File: src/rtl/sha256_pkg.sv
// Shared types and helpers for the SHA-256 datapath blocks.
// Holds the write-back FSM state type and the byte-reversal helper.
package sha256_pkg;

    typedef enum logic [1:0] {
        IDLE  = 2'd0,
        WRITE = 2'd1,
        DONE  = 2'd2
    } wb_state_t;

    localparam int SHA256_DIGEST_WIDTH = 256;

    // Widest word the byte-reversal helper can handle.
    localparam int BSWAP_MAX_WIDTH = 512;

    // Reverses the lowest num_bytes bytes of word; the remaining upper bytes come back zero.
    function automatic logic [BSWAP_MAX_WIDTH-1:0] bswap_word(
        input logic [BSWAP_MAX_WIDTH-1:0] word,
        input int                         num_bytes
    );
        logic [BSWAP_MAX_WIDTH-1:0] swapped;
        swapped = '0;
        for (int b = 0; b < BSWAP_MAX_WIDTH / 8; b++) begin
            if (b < num_bytes) begin
                swapped[b*8 +: 8] = word[(num_bytes-1-b)*8 +: 8];
            end else begin
                swapped[b*8 +: 8] = 8'h00;
            end
        end
        return swapped;
    endfunction

endpackage

File: src/rtl/hash_word_select.sv
// Combinational digest word mux: picks word i in LS-first or MS-first order,
// optionally reversing the bytes of the chosen word.
module hash_word_select
    import sha256_pkg::*;
#(
    parameter int DIGEST_WIDTH = SHA256_DIGEST_WIDTH,
    parameter int WORD_WIDTH   = 32
) (
    input  logic [DIGEST_WIDTH-1:0]                                           i_digest,
    input  logic [((DIGEST_WIDTH/WORD_WIDTH) > 1 ? $clog2(DIGEST_WIDTH/WORD_WIDTH) : 1)-1:0] i_idx,
    input  logic                                                              i_word_order,
    input  logic                                                              i_byte_swap,
    output logic [WORD_WIDTH-1:0]                                             o_word
);

    localparam int NUM_WORDS = DIGEST_WIDTH / WORD_WIDTH;
    localparam int IDX_WIDTH = (NUM_WORDS > 1) ? $clog2(NUM_WORDS) : 1;

    logic [IDX_WIDTH-1:0]  w_sel_idx;
    logic [WORD_WIDTH-1:0] w_word;
    logic [WORD_WIDTH-1:0] w_swapped;

    // Word mux (one-hot OR of all slices) followed by the optional byte reversal.
    always_comb begin
        w_sel_idx = i_word_order ? (IDX_WIDTH'(NUM_WORDS - 1) - i_idx) : i_idx;
        w_word    = '0;
        for (int k = 0; k < NUM_WORDS; k++) begin
            w_word = w_word | ((IDX_WIDTH'(k) == w_sel_idx) ?
                               i_digest[k*WORD_WIDTH +: WORD_WIDTH] : '0);
        end
        w_swapped = WORD_WIDTH'(bswap_word(BSWAP_MAX_WIDTH'(w_word), WORD_WIDTH / 8));
        o_word    = i_byte_swap ? w_swapped : w_word;
    end

endmodule

File: src/rtl/hash_writeback.sv
// Digest write-out engine: captures a finished digest on start and streams it
// word by word over a valid/ready memory write port, then pulses done.
module hash_writeback
    import sha256_pkg::*;
#(
    parameter int DIGEST_WIDTH = SHA256_DIGEST_WIDTH,
    parameter int WORD_WIDTH   = 32,
    parameter int ADDR_WIDTH   = 8
) (
    input  logic                    clock,
    input  logic                    reset,
    input  logic                    start,
    input  logic [DIGEST_WIDTH-1:0] digest,
    input  logic [ADDR_WIDTH-1:0]   base_addr,
    input  logic                    word_order,
    input  logic                    byte_swap,
    input  logic                    mem_ready,
    output logic                    mem_write,
    output logic [ADDR_WIDTH-1:0]   mem_addr,
    output logic [WORD_WIDTH-1:0]   mem_data,
    output logic                    busy,
    output logic                    done
);

    localparam int NUM_WORDS = DIGEST_WIDTH / WORD_WIDTH;
    localparam int IDX_WIDTH = (NUM_WORDS > 1) ? $clog2(NUM_WORDS) : 1;
    localparam logic [IDX_WIDTH-1:0] LAST_IDX = IDX_WIDTH'(NUM_WORDS - 1);

    wb_state_t               r_state;
    logic [IDX_WIDTH-1:0]    r_idx;
    logic [DIGEST_WIDTH-1:0] r_digest;
    logic [ADDR_WIDTH-1:0]   r_base_addr;
    logic                    r_word_order;
    logic                    r_byte_swap;
    logic                    r_mem_write;
    logic [ADDR_WIDTH-1:0]   r_mem_addr;
    logic [WORD_WIDTH-1:0]   r_mem_data;
    logic                    r_busy;
    logic                    r_done;

    wb_state_t               w_next_state;
    logic [IDX_WIDTH-1:0]    w_next_idx;
    logic                    w_capture;
    logic                    w_accept;
    logic [DIGEST_WIDTH-1:0] w_src_digest;
    logic [ADDR_WIDTH-1:0]   w_src_base;
    logic                    w_src_order;
    logic                    w_src_swap;
    logic [WORD_WIDTH-1:0]   w_word;

    assign w_accept = r_mem_write && mem_ready;

    // Next-state and word index logic.
    always_comb begin
        w_next_state = r_state;
        w_next_idx   = r_idx;
        w_capture    = 1'b0;
        case (r_state)
            IDLE: begin
                if (start) begin
                    w_next_state = WRITE;
                    w_next_idx   = '0;
                    w_capture    = 1'b1;
                end else begin
                    w_next_state = IDLE;
                end
            end
            WRITE: begin
                if (w_accept && (r_idx == LAST_IDX)) begin
                    w_next_state = DONE;
                end else if (w_accept) begin
                    w_next_idx   = r_idx + IDX_WIDTH'(1);
                end else begin
                    w_next_state = WRITE;
                end
            end
            DONE: begin
                w_next_state = IDLE;
            end
            default: begin
                w_next_state = IDLE;
                w_next_idx   = '0;
            end
        endcase
    end

    // Outputs are registered, so the cycle that captures must see the live inputs.
    always_comb begin
        w_src_digest = w_capture ? digest     : r_digest;
        w_src_base   = w_capture ? base_addr  : r_base_addr;
        w_src_order  = w_capture ? word_order : r_word_order;
        w_src_swap   = w_capture ? byte_swap  : r_byte_swap;
    end

    hash_word_select #(
        .DIGEST_WIDTH (DIGEST_WIDTH),
        .WORD_WIDTH   (WORD_WIDTH)
    ) u_word_select (
        .i_digest     (w_src_digest),
        .i_idx        (w_next_idx),
        .i_word_order (w_src_order),
        .i_byte_swap  (w_src_swap),
        .o_word       (w_word)
    );

    // State, capture and output registers.
    always_ff @(posedge clock) begin
        if (reset) begin
            r_state      <= IDLE;
            r_idx        <= '0;
            r_digest     <= '0;
            r_base_addr  <= '0;
            r_word_order <= 1'b0;
            r_byte_swap  <= 1'b0;
            r_mem_write  <= 1'b0;
            r_mem_addr   <= '0;
            r_mem_data   <= '0;
            r_busy       <= 1'b0;
            r_done       <= 1'b0;
        end else begin
            r_state <= w_next_state;
            r_idx   <= w_next_idx;
            if (w_capture) begin
                r_digest     <= digest;
                r_base_addr  <= base_addr;
                r_word_order <= word_order;
                r_byte_swap  <= byte_swap;
            end
            r_mem_write <= (w_next_state == WRITE);
            r_mem_addr  <= (w_next_state == WRITE) ? (w_src_base + ADDR_WIDTH'(w_next_idx)) : '0;
            r_mem_data  <= (w_next_state == WRITE) ? w_word : '0;
            r_busy      <= (w_next_state != IDLE);
            r_done      <= (w_next_state == DONE);
        end
    end

    assign mem_write = r_mem_write;
    assign mem_addr  = r_mem_addr;
    assign mem_data  = r_mem_data;
    assign busy      = r_busy;
    assign done      = r_done;

endmodule
File: config.mk
export PLATFORM = sky130hd
export DESIGN_NAME = hash_writeback
export DESIGN_NICKNAME = d
export VERILOG_FILES = /design/src/rtl/sha256_pkg.sv /design/src/rtl/hash_word_select.sv /design/src/rtl/hash_writeback.sv
export SDC_FILE = /design/constraint.sdc
export NUM_CORES = 1
export LEC_CHECK = 0
export BUFFER_PORTS_ARGS = -buffer_cell sky130_fd_sc_hd__buf_2
export CAP_MARGIN = 10
export CORE_MARGIN = 2
export CORE_UTILIZATION = 35
export DETAILED_ROUTE_END_ITERATION = 10
export GPL_TIMING_DRIVEN = 0
export PLACE_DENSITY = 0.53
export SLEW_MARGIN = 10
export SYNTH_ARGS = -nofsm -noshare
export SYNTH_HDL_FRONTEND = slang
export SYNTH_HIERARCHICAL = 1
export SYNTH_SLANG_ARGS = --single-unit
File: constraint.sdc
create_clock -name clock -period 9.3 [get_ports clock]
set_input_delay 1.86 -clock clock [delete_from_list [all_inputs] [get_ports clock]]
set_output_delay 1.86 -clock clock [all_outputs]
set_load 0.01 [all_outputs]
# ---- Yosys cells after proc, flatten, opt, wreduce, memory -nomap -nowiden
# Cells that the tools add are included.
dict set report op_classes {
  reduce_logical 6
  addsub 3
  muxes 24
  n_bitwise 8
  n_eq_ne 12
}
# operator count
set op_table {}
lappend op_table {{$mux W32} 9}
lappend op_table {{$mux W256} 1}
lappend op_table {{$or A32 B32 Y32} 7}
lappend op_table {{$eq A3 B3 Y1 const A} 4}
lappend op_table {{$mux W3} 4}
lappend op_table {{$pmux W3 S3} 1}
lappend op_table {{$add A8 B3 Y8} 1}
lappend op_table {{$mux W8} 1}
lappend op_table {{$eq A2 B3 Y1 const A} 2}
lappend op_table {{$mux W1} 5}
lappend op_table {{$eq A2 B1 Y1 const B} 2}
lappend op_table {{$eq A2 B2 Y1 const B} 2}
lappend op_table {{$mux W2} 2}
lappend op_table {{$pmux W2 S2} 1}
lappend op_table {{$add A3 B1 Y3 const B} 1}
lappend op_table {{$eq A1 B3 Y1 const A} 1}
lappend op_table {{$eq A3 B3 Y1 const B} 1}
lappend op_table {{$logic_not A3 Y1} 1}
lappend op_table {{$sub A3 B3 Y3 const A} 1}
lappend op_table {{$logic_and A1 B1 Y1} 2}
lappend op_table {{$logic_not A2 Y1} 1}
lappend op_table {{$reduce_bool A2 Y1} 1}
lappend op_table {{$reduce_or A2 Y1} 1}
lappend op_table {{$not A1 Y1} 1}
dict set report word_totals {
  in_bits 270
  ff_bits 314
  out_inout_bits 43
  wordCells 64
}

# ---- Depth between registers and ports, before layout
dict set report depth {
  word_depth 16
  depth_mapped 14
  depth_no_buf 11
}

# ---- Modules after synthesis
# Netlist, hierarchy kept.
# mod cells_per_inst seq_area_each_um2 n_inst area_each_um2
set modules_own_cells {}
lappend modules_own_cells {hash_writeback 1007 6286.0 1 12662.1}
lappend modules_own_cells {hash_word_select 665 0.0 1 5172.5}

# ---- Least setup slack after synthesis
# OpenSTA, ideal clock, no wires.
dict set report synth_path {
  kind {input-to-reg}
  start {input port mem_ready}
  end {register r_mem_data[16], in the netlist mem_data[16]}
  cell_stages 11
  n_path_buf 3
  slack_ns 5.089
  arrival_time_ns 4.096
  setup_ns 0.115
  required_ns 9.185
  cell_sequence {nand3b_1 mux2i_1 o22ai_1 buf_6 buf_6 buf_6 mux2_4 a21oi_1 o211ai_1 mux4_2 and3_1}
}
dict set report synth_between {
  elab_chain_cells 16
  word_cells_on_any_way 37
  classes_between {1 x add/sub; 8 x eq/ne; 16 x mux; 8 x bitwise; 4 x reduce/logical}
}
# element line_no
set synth_lines {}
lappend synth_lines {{from (decl)} hash_writeback.sv:17} ;# input logic mem_ready,
lappend synth_lines {{$logic_and A1 B1 Y1 *} hash_writeback.sv:51} ;# assign w_accept = r_mem_write && mem_ready;
lappend synth_lines {{$mux W3 / $logic_and A1 B1 Y1 (equally long branches)} {hash_writeback.sv:71, hash_writeback.sv:69}}
lappend synth_lines {{$mux W3 *} hash_writeback.sv:69} ;# if (w_accept && (r_idx == LAST_IDX)) begin
lappend synth_lines {{$pmux W3 S3 *} hash_writeback.sv:58} ;# case (r_state)
lappend synth_lines {{named net w_next_idx[1]} hash_writeback.sv:42} ;# logic [IDX_WIDTH-1:0] w_next_idx;
lappend synth_lines {{$sub A3 B3 Y3} hash_word_select.sv:25} ;# w_sel_idx = i_word_order ? (IDX_WIDTH'(NUM_WORDS - 1) - i_idx) : i_idx;
lappend synth_lines {{$mux W3 *} hash_word_select.sv:25}
lappend synth_lines {{$eq A1 B3 Y1 / $logic_not A3 Y1 (equally long branches)} hash_word_select.sv:28} ;# w_word = w_word | ((IDX_WIDTH'(k) == w_sel_idx) ?
lappend synth_lines {{$mux W32} hash_word_select.sv:28}
lappend synth_lines {{$or A32 B32 Y32 (6 in a row)} hash_word_select.sv:28}
lappend synth_lines {{$or A32 B32 Y32 *} hash_word_select.sv:28}
lappend synth_lines {{$mux W32 *} hash_word_select.sv:32} ;# o_word = i_byte_swap ? w_swapped : w_word;
lappend synth_lines {{named net w_word[16]} hash_writeback.sv:49} ;# logic [WORD_WIDTH-1:0] w_word;
lappend synth_lines {{to (signal assigned)} hash_writeback.sv:131} ;# r_mem_data <= (w_next_state == WRITE) ? w_word : '0;
lappend synth_lines {{to (decl)} hash_writeback.sv:37} ;# logic [WORD_WIDTH-1:0] r_mem_data;
# Mark *: on every way through the listed nets, which the timed path passes. The rest lies on a longest branch.
# A chain may end at the register's enable or synchronous reset.

# ---- Final worst setup path
dict set report layout_path {
  start {input port start}
  end {register r_mem_data[14], in the netlist mem_data[14]}
}
dict set report layout_between {
  elab_chain_cells 14
  word_cells_on_any_way 38
  classes_between {1 x add/sub; 8 x eq/ne; 19 x mux; 8 x bitwise; 2 x reduce/logical}
}
# element line_no
set layout_lines {}
lappend layout_lines {{from (decl)} hash_writeback.sv:12} ;# input logic start,
lappend layout_lines {{$mux W1 *} hash_writeback.sv:60} ;# if (start) begin
lappend layout_lines {{$mux W1 *} hash_writeback.sv:58}
lappend layout_lines {{$mux W1 *} n/a}
lappend layout_lines {{named net w_src_order} hash_writeback.sv:47} ;# logic w_src_order;
lappend layout_lines {{$mux W3 *} hash_word_select.sv:25}
lappend layout_lines {{$eq A1 B3 Y1 / $logic_not A3 Y1 (equally long branches)} hash_word_select.sv:28}
lappend layout_lines {{$mux W32} hash_word_select.sv:28}
lappend layout_lines {{$or A32 B32 Y32 (6 in a row)} hash_word_select.sv:28}
lappend layout_lines {{$or A32 B32 Y32 *} hash_word_select.sv:28}
lappend layout_lines {{$mux W32 *} hash_word_select.sv:32}
lappend layout_lines {{named net w_word[14]} hash_writeback.sv:49}
# Marks and branches as above.

==> flow_summary.yaml <==
clock_network:
  cts_resizes: 0
  numCtsBuffers: 38
  cts.sink_count: 314
  insertion_delay_ns: 0.57
  post_cts.repair.setup_buffers: 0
  clkSlewWorstSetupHoldPaths_ns: 0.06
  holdBufCountCts: 0
  htreeDepth: 2
  cts-root-to-sink-buffers: 3
  tritoncts: "yes"
  clock_tree_root_buffer_cell: "clkbuf_16"
finish:
  syn_to_final_growth_pct: 20.3
  antenna-diode-count: 0
  num-nets-final: 2301
  nFillCells: 5000
  final_cell_count_no_fill: 2722
  post_route_cells_drive_above_1_share_pct: 35.5
pwr:
  vdd.ir_drop.worst_mv: 0.0911
  pwr_density_cell_nw_per_um2: 172
  static-leakage-power_uw: 0.00890
  total_power_uw: 3690
sta:
  totalNegativeSetupSlack_ns: 0
  drv_slew: 0
  timing_worst_slew_pin_value_ns: 0.972
  period_share_pct: 53.4
  skew_ns: 0.0190
  grt_setup_unrepaired: "false"
  achievable-frequency_mhz: 202
  setup_viol: 0
  final_hold_viol_count: 0
  relSlewSlack_pct: 35.2
  fin_hold_ws_ns: 0.491
  layout_min_cycle_time_ns: 4.96
setup_path:
  critical_path.startpoint_type: "input pin"
  cp_num_cells: 12
  worst-r2r-cell-count: 14
  crit_chain: "buf_2 -> nor3b_2 -> buf_6 -> buf_6 -> mux2_2 -> nor2b_1 -> clkbuf_1 -> clkbuf_1 -> a21oi_1 -> o211ai_1 -> mux4_2 -> and3_1"
  r2r_slack_ns: 4.95
  worst_ep_required_time_ns: 9.72
  reg2reg_to: "mem_data[14]"
  cpPeakStageDelay_ns: 0.54
  cp_data_arrival_time_ns: 5.38
  critical_path.top_delay_family: "buffers and inverters"
  critical_path.reg2reg.startpoint: "r_idx[0]"
  critical_path.max_fanout: 10
  slowest_stage: "a21oi_1"
  criticalPathCategory: "in -> reg"
  timing.critical_path.to_type: "flop"
  crit_buf_inv: 5
place:
  port_buffers: 312
  post-dp-hpwl_mm: 54.7
  place_inst: 2657
  routabilityCongestion: 0.934
global_routing:
  pin_count_of_the_biggest_net_entering_global_routing: 13
  grtUsageTotal_pct: 25.6
  grt_pass1_vias: 14250
  antenna_found_initial: 0
  globalRoute.totalOverflow: 0
  first_pass_grt_wire_length_mm: 98.4
synth:
  yosys_most_used_dff: "dfxtp_1"
  synth_most_common_cell: "dfxtp_1"
  yosys_warnings: 6
  yosys.cell_types.count: 42
  ys_seq_area_share_pct: 35.2
  postSynthNetCount: 1948
  netlist_instances: 1672
  yosysTopAreaCellShare_pct: 35.2
  postSynthRegisterBits: 314
  post_synth_main_area_contributors: "dfxtp_1, mux2_4, nor2b_1"
  synth_top_area_cell: "dfxtp_1"
  synth_edf_count: 0
  average_cell_area_after_synthesis_um2: 10.7
  synth-async-reset-ratio_pct: 0
  syn-cell-area_um2: 17800
  post_synth_most_frequent_cells: "dfxtp_1, nor2b_1, mux2_4, mux2i_1, mux2_1"
die:
  die_width_um: 230
  num_rows: 82
  die_h_um: 230
  starting_density_of_the_core_pct: 35.5
  std_cell_core_area_um2: 50300
  design.portCount: 313
  die_area_um2: 52800
drt:
  drt-pass1-iter-count: 5
  drt-initial-drc-count: 1008
  via_density: 5.21
  drcViolationCount: 0
  drt_wl_total_mm: 68.9
  ant_nets: 0
  wl_per_cell_um: 25.3
  vias: 14193
job:
  cap_viol_max_count: 0
worst_hold_path:
  worst_hold_path_type: "reg -> reg"
  hold_start: "r_base_addr[6]"
  count_of_cells_along_the_worst_hold_path: 2
  hold_path_end: "r_base_addr[6]"
status:
  outcome: "completed"
## worst min-delay path, stage by stage (launching register included)
cell and delay, ns:
dfxtp_1 0.33, nand2_1 0.06, a21oi_1 0.05
## worst max-delay path by stage
stage	startpoint	to	slack, ns
floorplan	mem_ready	mem_data[16]	5.09
global placement	mem_ready	mem_data[22]	3.35
detailed placement	mem_ready	mem_data[14]	3.90
CTS	mem_ready	mem_data[14]	4.48
global route	mem_ready	mem_data[14]	4.34
finish	start	mem_data[14]	4.34
## cell usage in the layout (no fill, tap or decap), drive strengths merged
cell type	instances
nor2b	269
or2	2
o21ai	33
and3	34
nand3	1
clkinvlp	2
buf	384
nor3b	2
nand2b	3
a22o	32
ha	5
nand2	74
nand4	3
a21o	1
bufinv	1
clkbuf	127
o22ai	34
fa	1
a211oi	1
xor2	1
o221a	1
nor2	70
a21oi	66
nand3b	2
o211ai	31
xnor2	3
o21a	4
mux4	32
nor3	11
clkinv	8
mux2i	134
mux2	327
a31oi	32
dfxtp	314
inv	5
## layout make-up
| type | count | area (µm²) | share of cell area [%] |
|---|---|---|---|
| clock buffer | 52 | 1100 | 5.15 |
| inverter | 3 | 11.3 | 0.0525 |
| sequential | 314 | 6290 | 29.3 |
| clock inverter | 13 | 103 | 0.478 |
| multi-input combinational | 1209 | 10700 | 49.6 |
| tap | 672 | 841 | 3.92 |
| timing repair buffer | 313 | 1570 | 7.31 |
| buffer | 146 | 887 | 4.14 |
## logic make-up after synthesis
family	share of synthesized area [%]
buffers and inverters	5.04
and+or+nand+nor	14.5
muxes	36.3
DFF	35.2
xor gates and xnor gates	0.196
AOI/OAI and AO/OA	8.29
adders and majority gates	0.463
## sequential cells by signal, indices dropped and copies added (netlist names)
name	count
r_base_addr	8
r_idx	3
mem_addr	8
r_byte_swap	1
r_word_order	1
busy	1
r_digest	256
r_state	2
mem_data	32
done	1
mem_write	1
## layer usage
layer | GRT usage [%] | share of wire (%) | up-vias
met3 | 3.70 | 5.4 | 83
met2 | 41.5 | 46 | 501
met4 | 6.15 | 2.1 | 0
li1 | - | - | 6631
met5 | 0 | 0 | -
met1 | 35.7 | 47 | 6978
## stage by stage
stage	setup slack [ns]	utilization (%)	cell area, µm²
after floorplan	5.09	-	17800
after global placement	3.35	40.3	20200
after detailed placement	3.90	40.3	20200
after CTS	4.48	42.7	21500
after global routing	4.34	42.7	21500
final	4.34	42.7	21500
## where the power goes
group	internal, µW	switching (µW)	total, µW	leakage [µW]
clock network	858	609	1470	0.000599
registers	1430	22.3	1450	0.00258
logic	364	408	772	0.00572
No activity file was read; power rests on OpenSTA's default activity.
